## src/rtl/obi_sram_shim_if.sv

```systemverilog
// OBI subordinate-side bus bundle between a crossbar manager port and the SRAM shim.
// The manager side drives requests and rready; the subordinate side returns grant and responses.
interface obi_sram_shim_if #(
    parameter int unsigned AddrWidth = 32,
    parameter int unsigned DataWidth = 32,
    parameter int unsigned IdWidth   = 8
);
    logic                   req;
    logic                   gnt;
    logic [AddrWidth-1:0]   addr;
    logic                   we;
    logic [DataWidth/8-1:0] be;
    logic [DataWidth-1:0]   wdata;
    logic [IdWidth-1:0]     aid;
    logic                   rvalid;
    logic                   rready;
    logic [DataWidth-1:0]   rdata;
    logic [IdWidth-1:0]     rid;
    logic                   err;

    modport master (
        output req, addr, we, be, wdata, aid, rready,
        input  gnt, rvalid, rdata, rid, err
    );

    modport slave (
        input  req, addr, we, be, wdata, aid, rready,
        output gnt, rvalid, rdata, rid, err
    );
endinterface

```

## src/rtl/obi_sram_shim.sv

```systemverilog
// Terminates an OBI manager port onto a single-port SRAM: range check, fixed-latency
// tracking pipeline, in-order fall-through response FIFO and a credit limit on outstanding work.
module obi_sram_shim #(
    parameter int unsigned AddrWidth      = 32,
    parameter int unsigned DataWidth      = 32,
    parameter int unsigned IdWidth        = 8,
    parameter int unsigned MemAddrWidth   = 12,
    parameter int unsigned MemLatency     = 1,
    parameter int unsigned NumOutstanding = 2
) (
    input  logic                    clk_i,
    input  logic                    rst_ni,
    obi_sram_shim_if.slave          sbr,
    output logic                    mem_req_o,
    input  logic                    mem_gnt_i,
    output logic                    mem_we_o,
    output logic [MemAddrWidth-1:0] mem_addr_o,
    output logic [DataWidth/8-1:0]  mem_be_o,
    output logic [DataWidth-1:0]    mem_wdata_o,
    input  logic [DataWidth-1:0]    mem_rdata_i
);
    localparam int unsigned Off      = $clog2(DataWidth / 8);
    localparam int unsigned CntWidth = $clog2(NumOutstanding + 1);
    localparam int unsigned PtrWidth = (NumOutstanding > 1) ? $clog2(NumOutstanding) : 1;

    typedef logic [CntWidth-1:0] cnt_t;
    typedef logic [PtrWidth-1:0] ptr_t;

    typedef struct packed {
        logic                 valid;
        logic [IdWidth-1:0]   id;
        logic                 we;
        logic                 err;
    } stage_t;

    typedef struct packed {
        logic [DataWidth-1:0] rdata;
        logic [IdWidth-1:0]   id;
        logic                 err;
    } rsp_t;

    function automatic ptr_t ptr_inc(input ptr_t p);
        return (p == ptr_t'(NumOutstanding - 1)) ? '0 : p + ptr_t'(1);
    endfunction

    cnt_t   cnt_q;
    cnt_t   fill_q;
    ptr_t   wr_ptr_q, rd_ptr_q;
    stage_t pipe_q [MemLatency];
    rsp_t   fifo_q [NumOutstanding];
    rsp_t   push_rsp, head;
    logic   avail, oor, accept, push, pop, fifo_empty, store;

    // Address bits above the macro's word range flag the access as out of range.
    if (AddrWidth > MemAddrWidth + Off) begin : g_oor
        assign oor = |sbr.addr[AddrWidth-1:MemAddrWidth+Off];
    end else begin : g_no_oor
        assign oor = 1'b0;
    end

    if (Off > 0) begin : g_byte_off
        logic unused_byte_off;
        assign unused_byte_off = ^sbr.addr[Off-1:0];
    end

    // Credit check uses only the registered count, so a same-cycle retire never frees a slot.
    assign avail       = (cnt_q < cnt_t'(NumOutstanding));
    assign mem_req_o   = sbr.req & avail & ~oor;
    assign sbr.gnt     = sbr.req & avail & (oor | mem_gnt_i);
    assign accept      = sbr.req & sbr.gnt;
    assign mem_we_o    = sbr.we;
    assign mem_addr_o  = sbr.addr[MemAddrWidth+Off-1:Off];
    assign mem_be_o    = sbr.be;
    assign mem_wdata_o = sbr.wdata;

    // NOTE: state registers use non-blocking assignments so every stage samples pre-edge values.
    always_ff @(posedge clk_i or negedge rst_ni) begin
        if (!rst_ni) begin
            for (int i = 0; i < MemLatency; i++) pipe_q[i] <= '0;
        end else begin
            pipe_q[0] <= '{valid: accept, id: sbr.aid, we: sbr.we, err: oor};
            for (int i = 1; i < MemLatency; i++) pipe_q[i] <= pipe_q[i-1];
        end
    end

    assign push           = pipe_q[MemLatency-1].valid;
    assign push_rsp.rdata = (pipe_q[MemLatency-1].we | pipe_q[MemLatency-1].err) ? '0 : mem_rdata_i;
    assign push_rsp.id    = pipe_q[MemLatency-1].id;
    assign push_rsp.err   = pipe_q[MemLatency-1].err;

    assign fifo_empty = (fill_q == '0);

    // NOTE: combinational blocks assign a default first so no path leaves head unassigned (no latch).
    always_comb begin
        head = '0;
        if (!fifo_empty) begin
            head = fifo_q[rd_ptr_q];
        end else if (push) begin
            head = push_rsp;
        end
    end

    assign sbr.rvalid = ~fifo_empty | push;
    assign sbr.rdata  = head.rdata;
    assign sbr.rid    = head.id;
    assign sbr.err    = head.err;
    assign pop        = sbr.rvalid & sbr.rready;
    // An entry consumed in its push cycle from an empty FIFO bypasses the storage.
    assign store      = push & ~(fifo_empty & pop);

    always_ff @(posedge clk_i or negedge rst_ni) begin
        if (!rst_ni) begin
            cnt_q    <= '0;
            fill_q   <= '0;
            wr_ptr_q <= '0;
            rd_ptr_q <= '0;
        end else begin
            cnt_q  <= cnt_q + cnt_t'(accept) - cnt_t'(pop);
            fill_q <= fill_q + cnt_t'(store) - cnt_t'(pop & ~fifo_empty);
            if (store)               wr_ptr_q <= ptr_inc(wr_ptr_q);
            if (pop && !fifo_empty)  rd_ptr_q <= ptr_inc(rd_ptr_q);
        end
    end

    // NOTE: the response storage has no reset; fill_q alone defines which entries are live.
    always_ff @(posedge clk_i) begin
        if (store) fifo_q[wr_ptr_q] <= push_rsp;
    end

    a_no_push_full : assert property (@(posedge clk_i) disable iff (!rst_ni)
        push |-> (fill_q != cnt_t'(NumOutstanding)));
    a_cnt_bound : assert property (@(posedge clk_i) disable iff (!rst_ni)
        cnt_q <= cnt_t'(NumOutstanding));
    a_rsp_stable : assert property (@(posedge clk_i) disable iff (!rst_ni)
        (sbr.rvalid && !sbr.rready) |=> (sbr.rvalid && $stable(sbr.rdata)
                                         && $stable(sbr.rid) && $stable(sbr.err)));
endmodule

```

## src/flat_wrapper.sv

```systemverilog
// flat-port wrapper written by rule: the top's interface ports become plain ports
module obi_sram_shim_flat 
#(
    parameter int unsigned AddrWidth      = 32,
    parameter int unsigned DataWidth      = 32,
    parameter int unsigned IdWidth        = 8,
    parameter int unsigned MemAddrWidth   = 12,
    parameter int unsigned MemLatency     = 1,
    parameter int unsigned NumOutstanding = 2
)
  (clk_i, rst_ni, mem_req_o, mem_gnt_i, mem_we_o, mem_addr_o, mem_be_o, mem_wdata_o, mem_rdata_i, sbr_req, sbr_addr, sbr_we, sbr_be, sbr_wdata, sbr_aid, sbr_rready, sbr_gnt, sbr_rvalid, sbr_rdata, sbr_rid, sbr_err);
  obi_sram_shim_if #(.AddrWidth(AddrWidth), .DataWidth(DataWidth), .IdWidth(IdWidth)) sbr_i ();
  input  logic clk_i;
  input  logic rst_ni;
  output logic mem_req_o;
  input  logic mem_gnt_i;
  output logic mem_we_o;
  output logic [MemAddrWidth-1:0] mem_addr_o;
  output logic [DataWidth/8-1:0] mem_be_o;
  output logic [DataWidth-1:0] mem_wdata_o;
  input  logic [DataWidth-1:0] mem_rdata_i;
  input wire logic [$bits(sbr_i.req)-1:0] sbr_req;
  input wire logic [$bits(sbr_i.addr)-1:0] sbr_addr;
  input wire logic [$bits(sbr_i.we)-1:0] sbr_we;
  input wire logic [$bits(sbr_i.be)-1:0] sbr_be;
  input wire logic [$bits(sbr_i.wdata)-1:0] sbr_wdata;
  input wire logic [$bits(sbr_i.aid)-1:0] sbr_aid;
  input wire logic [$bits(sbr_i.rready)-1:0] sbr_rready;
  output wire logic [$bits(sbr_i.gnt)-1:0] sbr_gnt;
  output wire logic [$bits(sbr_i.rvalid)-1:0] sbr_rvalid;
  output wire logic [$bits(sbr_i.rdata)-1:0] sbr_rdata;
  output wire logic [$bits(sbr_i.rid)-1:0] sbr_rid;
  output wire logic [$bits(sbr_i.err)-1:0] sbr_err;
  assign sbr_i.req = sbr_req;
  assign sbr_i.addr = sbr_addr;
  assign sbr_i.we = sbr_we;
  assign sbr_i.be = sbr_be;
  assign sbr_i.wdata = sbr_wdata;
  assign sbr_i.aid = sbr_aid;
  assign sbr_i.rready = sbr_rready;
  assign sbr_gnt = sbr_i.gnt;
  assign sbr_rvalid = sbr_i.rvalid;
  assign sbr_rdata = sbr_i.rdata;
  assign sbr_rid = sbr_i.rid;
  assign sbr_err = sbr_i.err;
  obi_sram_shim #(.AddrWidth(AddrWidth), .DataWidth(DataWidth), .IdWidth(IdWidth), .MemAddrWidth(MemAddrWidth), .MemLatency(MemLatency), .NumOutstanding(NumOutstanding)) u_core (.clk_i(clk_i), .rst_ni(rst_ni), .sbr(sbr_i), .mem_req_o(mem_req_o), .mem_gnt_i(mem_gnt_i), .mem_we_o(mem_we_o), .mem_addr_o(mem_addr_o), .mem_be_o(mem_be_o), .mem_wdata_o(mem_wdata_o), .mem_rdata_i(mem_rdata_i));
endmodule
```

## config.mk

```make
export PLATFORM = sky130hd
export DESIGN_NAME = obi_sram_shim_flat
export DESIGN_NICKNAME = d
export VERILOG_FILES = /design/src/rtl/obi_sram_shim_if.sv /design/src/rtl/obi_sram_shim.sv /design/src/flat_wrapper.sv
export SDC_FILE = /design/constraint.sdc
export NUM_CORES = 1
export LEC_CHECK = 0
export BUFFER_PORTS_ARGS = -buffer_cell sky130_fd_sc_hd__buf_2
export CAP_MARGIN = 30
export CORE_MARGIN = 4
export CORE_UTILIZATION = 40
export CTS_CLUSTER_SIZE = 24
export DETAILED_ROUTE_END_ITERATION = 8
export PLACE_DENSITY = 0.7
export SYNTH_ARGS = -nofsm -noshare
export SYNTH_HDL_FRONTEND = slang
export SYNTH_SLANG_ARGS = --single-unit
```

## constraint.sdc

```tcl
create_clock -name clk_i -period 5.47 [get_ports clk_i]
set_clock_uncertainty 0.05 [all_clocks]
set_input_delay 0.8205 -clock clk_i [delete_from_list [all_inputs] [get_ports clk_i]]
set_output_delay 0.8205 -clock clk_i [all_outputs]
set_load 0.05 [all_outputs]
```

==> impl_metrics.py, run 1 <==
metrics = {
    "timing": {
        "setup_slack_ns": 2.30,
        "final-setup-viol-count": 0,
        "max_freq_ghz": 0.315,
        "fin_crit_ns": 3.17,
        "slew_viol_final": 0,
        "slew_headroom": 0.519,
        "period_share": 0.580,
        "finalHoldWorstSlack_ns": 0.358,
        "rsz0062_at_grt": "no",
        "tightest_slew_ns": 0.718,
        "hold_violations": 0,
        "tns_ns": 0,
    },
    "global_route": {
        "antenna_found_initial": 1,
        "grt_start_max_net_pins": 53,
        "grt_pass1_wl_um": 13900,
        "grt_use_total": 0.135,
        "gr-total-overflow": 0,
        "grt_pass1_vias": 2927,
    },
    "final_layout": {
        "mostFrequentLayoutCells": "buf_2, edfxtp_1, mux2i_1",
        "final_util": 0.471,
        "instances_no_fill": 559,
        "fin_area_um2": 5180,
        "drive_gt1_frac": 0.322,
        "antenna_cells": 0,
        "fin_nets": 532,
        "fillers": 1007,
        "area_growth_pct": 13.6,
        "layout_commonest_cell": "buf_2",
    },
    "placement": {
        "pre_cts_ws_ns": 2.60,
        "placed_area_um2": 4870,
        "dp_hpwl_um": 5840,
        "gp_congestion": 0.731,
        "place_inst": 543,
        "portBuffers": 108,
    },
    "yosys": {
        "synth_cell_types": 25,
        "netlist_instances": 356,
        "synth_edf_count": 82,
        "synth_top_flop_cell": "edfxtp_1",
        "avgSynthCellArea_um2": 12.8,
        "synthSimpleGateAreaFrac": 0.0593,
        "syn_nets": 474,
        "synthArstFlopShare": 0.172,
        "yosys_warnings": 0,
        "yosysSeqAreaShare": 0.634,
        "muxShareOfSynthArea": 0.0901,
        "syn_area_um2": 4560,
        "yosys.area_share.xor_xnor": 0.0115,
        "synth_compound_area_frac": 0.0607,
        "synth_top_family_by_area": "buffers and inverters",
        "ys_ff_latch": 99,
        "yosys.area_share.adder": 0.0110,
    },
    "cts": {
        "root_buffer": "clkbuf_16",
        "cts.clk_slew.worst_paths_ns": 0.07,
        "cts_tree": "built",
        "insertion_delay_ns": 0.33,
        "htreeDepth": 3,
        "cts_inserted_buffers": 9,
        "cts_setup_buffers": 0,
        "cts.sinks": 99,
        "cts.repair.resized": 0,
        "ctsHoldBuffers": 0,
        "cts_max_path_buffers": 2,
    },
    "die": {
        "fp.dieArea_um2": 13200,
        "die_h_um": 115,
        "rows": 38,
        "initial_utilization": 0.415,
        "ios": 207,
        "core_area_um2": 11000,
        "dieWidth_um": 115,
    },
    "power": {
        "p_leak_nw": 2.30,
        "peakVddDrop_mv": 0.263,
        "power_density_nw_per_um2": 620,
        "p_total_mw": 3.21,
    },
    "routing": {
        "antenna_left": 0,
        "wire_per_inst_um": 15.7,
        "drt-initial-drc-count": 81,
        "viasPerCell": 4.96,
        "dr_total_vias": 2775,
        "wirelength_um": 8770,
        "remaining_drc_errors": 0,
        "first_pass_iters": 4,
    },
    "outcome": {
        "status": "complete, no violations",
    },
    "worst_setup_path": {
        "critPathRequiredTime_ns": 4.60,
        "timing.rr.end": "u_core.fifo_q[0][20]",
        "endpoint_kind": "output port",
        "worstPathArrival_ns": 2.30,
        "ff2ff_setup_slack_ns": 2.98,
        "reg2reg_depth": 5,
        "start_kind": "register",
        "crit_fanout": 17,
        "crit_type": "register to output port",
        "r2r-start": "u_core.fill_q[1]",
    },
    "flow_run": {
        "cap_viol_max_count": 0,
    },
    "worst_hold_path": {
        "hold_path.class": "input port to async pin",
    },
}
## area by class of cell
cell class                 instances  area [um^2]  area share
inverter                          38          143      0.0276
tap                              140          175      0.0338
clock buffer                      14          297      0.0573
clock inverter                     2         13.8     0.00266
multi-input combinational        153         1070       0.206
sequential                        99         2890       0.558
timing repair buffer             113          591       0.114
## worst max-delay path by stage
stage	from	to	slack, ns	depth (start not counted)
after global placement	u_core.pipe_q[0]	sbr_rdata[31]	2.61	5
final	u_core.pipe_q[0]	sbr_rdata[0]	2.30	5
after global routing	u_core.pipe_q[0]	sbr_rdata[3]	2.13	5
after detailed placement	u_core.pipe_q[0]	sbr_rdata[31]	2.60	5
after floorplan	sbr_addr[15]	mem_req_o	1.90	3
after CTS	u_core.pipe_q[0]	sbr_rdata[31]	2.22	5
## flip-flops by register name, indices dropped and copies added, names as in the netlist
name / count
u_core.rd_ptr_q: 1
u_core.pipe_q: 10
u_core.wr_ptr_q: 1
u_core.cnt_q: 2
u_core.fill_q: 2
u_core.fifo_q: 82
u_core.push: 1
## logic make-up after synthesis
family | count (synthesis)
buffers and inverters | 104
flip-flops | 99
XOR/XNOR | 6
multiplexers | 41
AO/OA/AOI/OAI | 44
AND/OR/NAND/NOR | 58
adder cells (fa/ha/maj) | 4
## synthesized netlist by cell type (4+ instances only)
| cell | count | area (um^2) |
|---|---|---|
| buf_2 | 13 | 65.1 |
| buf_4 | 52 | 390 |
| dfrtp_1 | 17 | 425 |
| edfxtp_1 | 82 | 2460 |
| ha_1 | 4 | 50.1 |
| inv_1 | 38 | 143 |
| mux2i_1 | 41 | 410 |
| nand2_1 | 33 | 124 |
| nand3_1 | 10 | 50.1 |
| nor4_1 | 5 | 31.3 |
| o21ai_0 | 9 | 45.0 |
| o22ai_1 | 32 | 200 |
| xnor2_1 | 4 | 35.0 |
## worst max-delay path: stages, from the launching register on
cell and delay, ns:
dfrtp_1 0.42, nor2_2 0.56, buf_4 0.37, nand2_1 0.12
o22ai_1 0.19, buf_2 0.30
## per-layer routing
metal	routed length, um	global-route usage
met1	3500	0.152
met2	4410	0.236
met3	689	0.0479
met4	158	0.0501
met5	16	0
## report_power, final
part	switching, mW	total, mW	internal [mW]	leakage [nW]
clock	0.258	0.635	0.377	0.153
sequential	0.0809	1.06	0.983	0.930
combinational	1.12	1.51	0.386	1.22
Note: power is estimated with default switching activity, not from simulation.
==> run 2, diff against run 1 <==
ABC_AREA = 1   (was default)
clock period = 3.3 ns   (was 5.47 ns; I/O delays follow)
==> run 2 against run 1 <==
Compared with the run above: synthesized area increased by 0.36%; sequential power increased by 58%; setup slack got worse by 1.7 ns.
==> impl_metrics.py, run 2 <==
metrics = {
    "yosys": {
        "synth_edf_count": 82,
        "yosys.area.top_type": "edfxtp_1",
        "synth_cell_types": 26,
        "yosysTopAreaCellShare": 0.538,
        "ys_ff_latch": 99,
        "syn_area_um2": 4570,
        "yosysSeqAreaShare": 0.631,
        "yosysMostFrequentCell": "edfxtp_1",
        "avgSynthCellArea_um2": 11.0,
        "synth_area_leaders": "edfxtp_1, dfrtp_1, buf_4",
        "synthArstFlopShare": 0.172,
        "yosys_warnings": 0,
        "syn_nets": 534,
        "netlist_instances": 416,
        "synthTopCellsByCount": "edfxtp_1, nor2_1, buf_4",
        "synth_top_flop_cell": "edfxtp_1",
    },
    "die": {
        "ios": 207,
        "dieWidth_um": 115,
        "initial_utilization": 0.415,
        "rows": 38,
        "core_area_um2": 11000,
        "die_h_um": 115,
        "fp.dieArea_um2": 13200,
    },
    "worst_setup_path": {
        "crit_fanout": 32,
        "crit_path_end": "sbr_rdata[31]",
        "timing.rr.end": "u_core.fifo_q[0][36]",
        "start_kind": "register",
        "r2r-start": "u_core.fill_q[1]",
        "reg2reg_depth": 5,
        "endpoint_kind": "output port",
        "critPathRequiredTime_ns": 2.75,
        "crit_type": "register to output port",
        "worstPathArrival_ns": 2.12,
        "ff2ff_setup_slack_ns": 1.18,
        "startpoint": "u_core.fill_q[1]",
    },
    "global_route": {
        "use_met1": 0.179,
        "met2_usage": 0.287,
        "grt_use_total": 0.159,
        "gr-total-overflow": 0,
        "grt_pass1_vias": 3177,
        "grtUsageMet3": 0.0468,
        "grt_start_max_net_pins": 43,
        "grt_pass1_wl_um": 16100,
        "antenna_found_initial": 1,
        "grt-busiest-layer": "met2",
    },
    "final_layout": {
        "instances_no_fill": 619,
        "largestRegisters": "u_core.fifo_q (82), u_core.pipe_q (10)",
        "fin_nets": 592,
        "multi_input_area_um2": 1040,
        "seqCellArea_um2": 2890,
        "layout_commonest_cell": "buf_2",
        "antenna_cells": 0,
        "area_growth_pct": 13.4,
        "final_util": 0.470,
        "fin_area_um2": 5180,
        "largest_reg_flops": 82,
        "fillers": 1046,
        "top_register": "u_core.fifo_q",
        "mostFrequentLayoutCells": "buf_2, edfxtp_1, nor2_1",
        "drive_gt1_frac": 0.292,
    },
    "power": {
        "combPwrFrac": 0.497,
        "switching_share": 0.488,
        "p_leak_nw": 2.32,
        "power_switching_mw": 2.66,
        "clkPwrFrac": 0.197,
        "p_int_mw": 2.79,
        "pwr-share-seq": 0.306,
        "peakVddDrop_mv": 0.466,
        "p_total_mw": 5.44,
        "power_density_nw_per_um2": 1050,
    },
    "timing": {
        "slew_viol_final": 0,
        "max_freq_ghz": 0.375,
        "hold_violations": 0,
        "finalHoldWorstSlack_ns": 0.0168,
        "slew_headroom": 0.582,
        "final-setup-viol-count": 0,
        "rsz0062_at_grt": "no",
        "setup_slack_ns": 0.634,
        "fin_crit_ns": 2.67,
        "tns_ns": 0,
        "tightest_slew_ns": 0.627,
        "period_share": 0.808,
    },
    "cts": {
        "root_buffer": "clkbuf_16",
        "cts_max_path_buffers": 2,
        "htreeDepth": 3,
        "insertion_delay_ns": 0.34,
        "cts.clk_slew.worst_paths_ns": 0.07,
        "cts_tree": "built",
        "ctsHoldBuffers": 0,
        "cts.sinks": 99,
        "cts.repair.resized": 0,
        "cts_setup_buffers": 0,
        "cts_inserted_buffers": 9,
    },
    "placement": {
        "gp_congestion": 0.722,
        "place_inst": 603,
        "pre_cts_ws_ns": 0.963,
        "dp_hpwl_um": 7180,
        "portBuffers": 108,
        "placed_area_um2": 4880,
    },
    "routing": {
        "wire_per_inst_um": 17.2,
        "viasPerCell": 4.98,
        "antenna_left": 0,
        "first_pass_iters": 4,
        "wirelength_um": 10600,
        "remaining_drc_errors": 0,
        "drt-initial-drc-count": 159,
        "dr_total_vias": 3080,
    },
    "flow_run": {
        "cap_viol_max_count": 0,
    },
    "worst_hold_path": {
        "hold_path.class": "input port to async pin",
    },
    "outcome": {
        "status": "complete, no violations",
    },
}
## run 2: changes by cell type after synthesis, moves of 4 or more
cell     before  now
nor2_1        1   59
mux2i_1      41    0
o21ai_0       9   42
o21ai_1       0    8
nor4_1        5    0
nand2_1      33   37
## run 2: power by group through the flow
stage               registers, mW  logic, mW  clock network, mW
CTS                          1.67       2.75               1.10
global placement             1.68       2.71                  0
floorplan                    1.68       2.26                  0
finish                       1.67       2.70               1.07
global route                 1.68       2.90               1.16
detailed placement           1.70       2.74                  0
## run 2: worst min path at each step
stage / cells past startpoint / endpoint / startpoint
global route: 1 / u_core.pipe_q[5] / rst_ni
detailed placement: 1 / u_core.pipe_q[2] / rst_ni
finish: 1 / u_core.pipe_q[7] / rst_ni
global placement: 1 / u_core.pipe_q[3] / rst_ni
floorplan: 0 / u_core.cnt_q[0] / rst_ni
CTS: 1 / u_core.pipe_q[2] / rst_ni
## run 2: cell families (layout without fill, tap and decap cells)
group           after synthesis  in the layout  synth area share
flops                        99             99             0.631
fa+ha+maj                     4              4            0.0109
compound gates               84             84             0.103
buf+inv                     112            175             0.145
xor+xnor                      5              5           0.00958
simple gates                112            112             0.100
## run 2: cell type report
type | count | area share
flip-flops and latches | 99 | 0.557
multi-input cells | 205 | 0.200
clock inverters | 7 | 0.0159
clock buffers | 9 | 0.0434
repair buffers | 116 | 0.118
inverters | 43 | 0.0316
well taps | 140 | 0.0338
## run 2: worst max-delay path, stage by stage (launching register included)
cell     delay (ns)
dfrtp_1        0.42
nor2_4         0.38
nand2_4        0.35
o22ai_1        0.32
buf_2          0.30
## run 2: metal layers
layer / up-vias / part of all wire
li1: 1478 / -
met1: 1459 / 0.39
met2: 113 / 0.52
met3: 28 / 0.076
met4: 2 / 0.019
met5: - / 0.00066
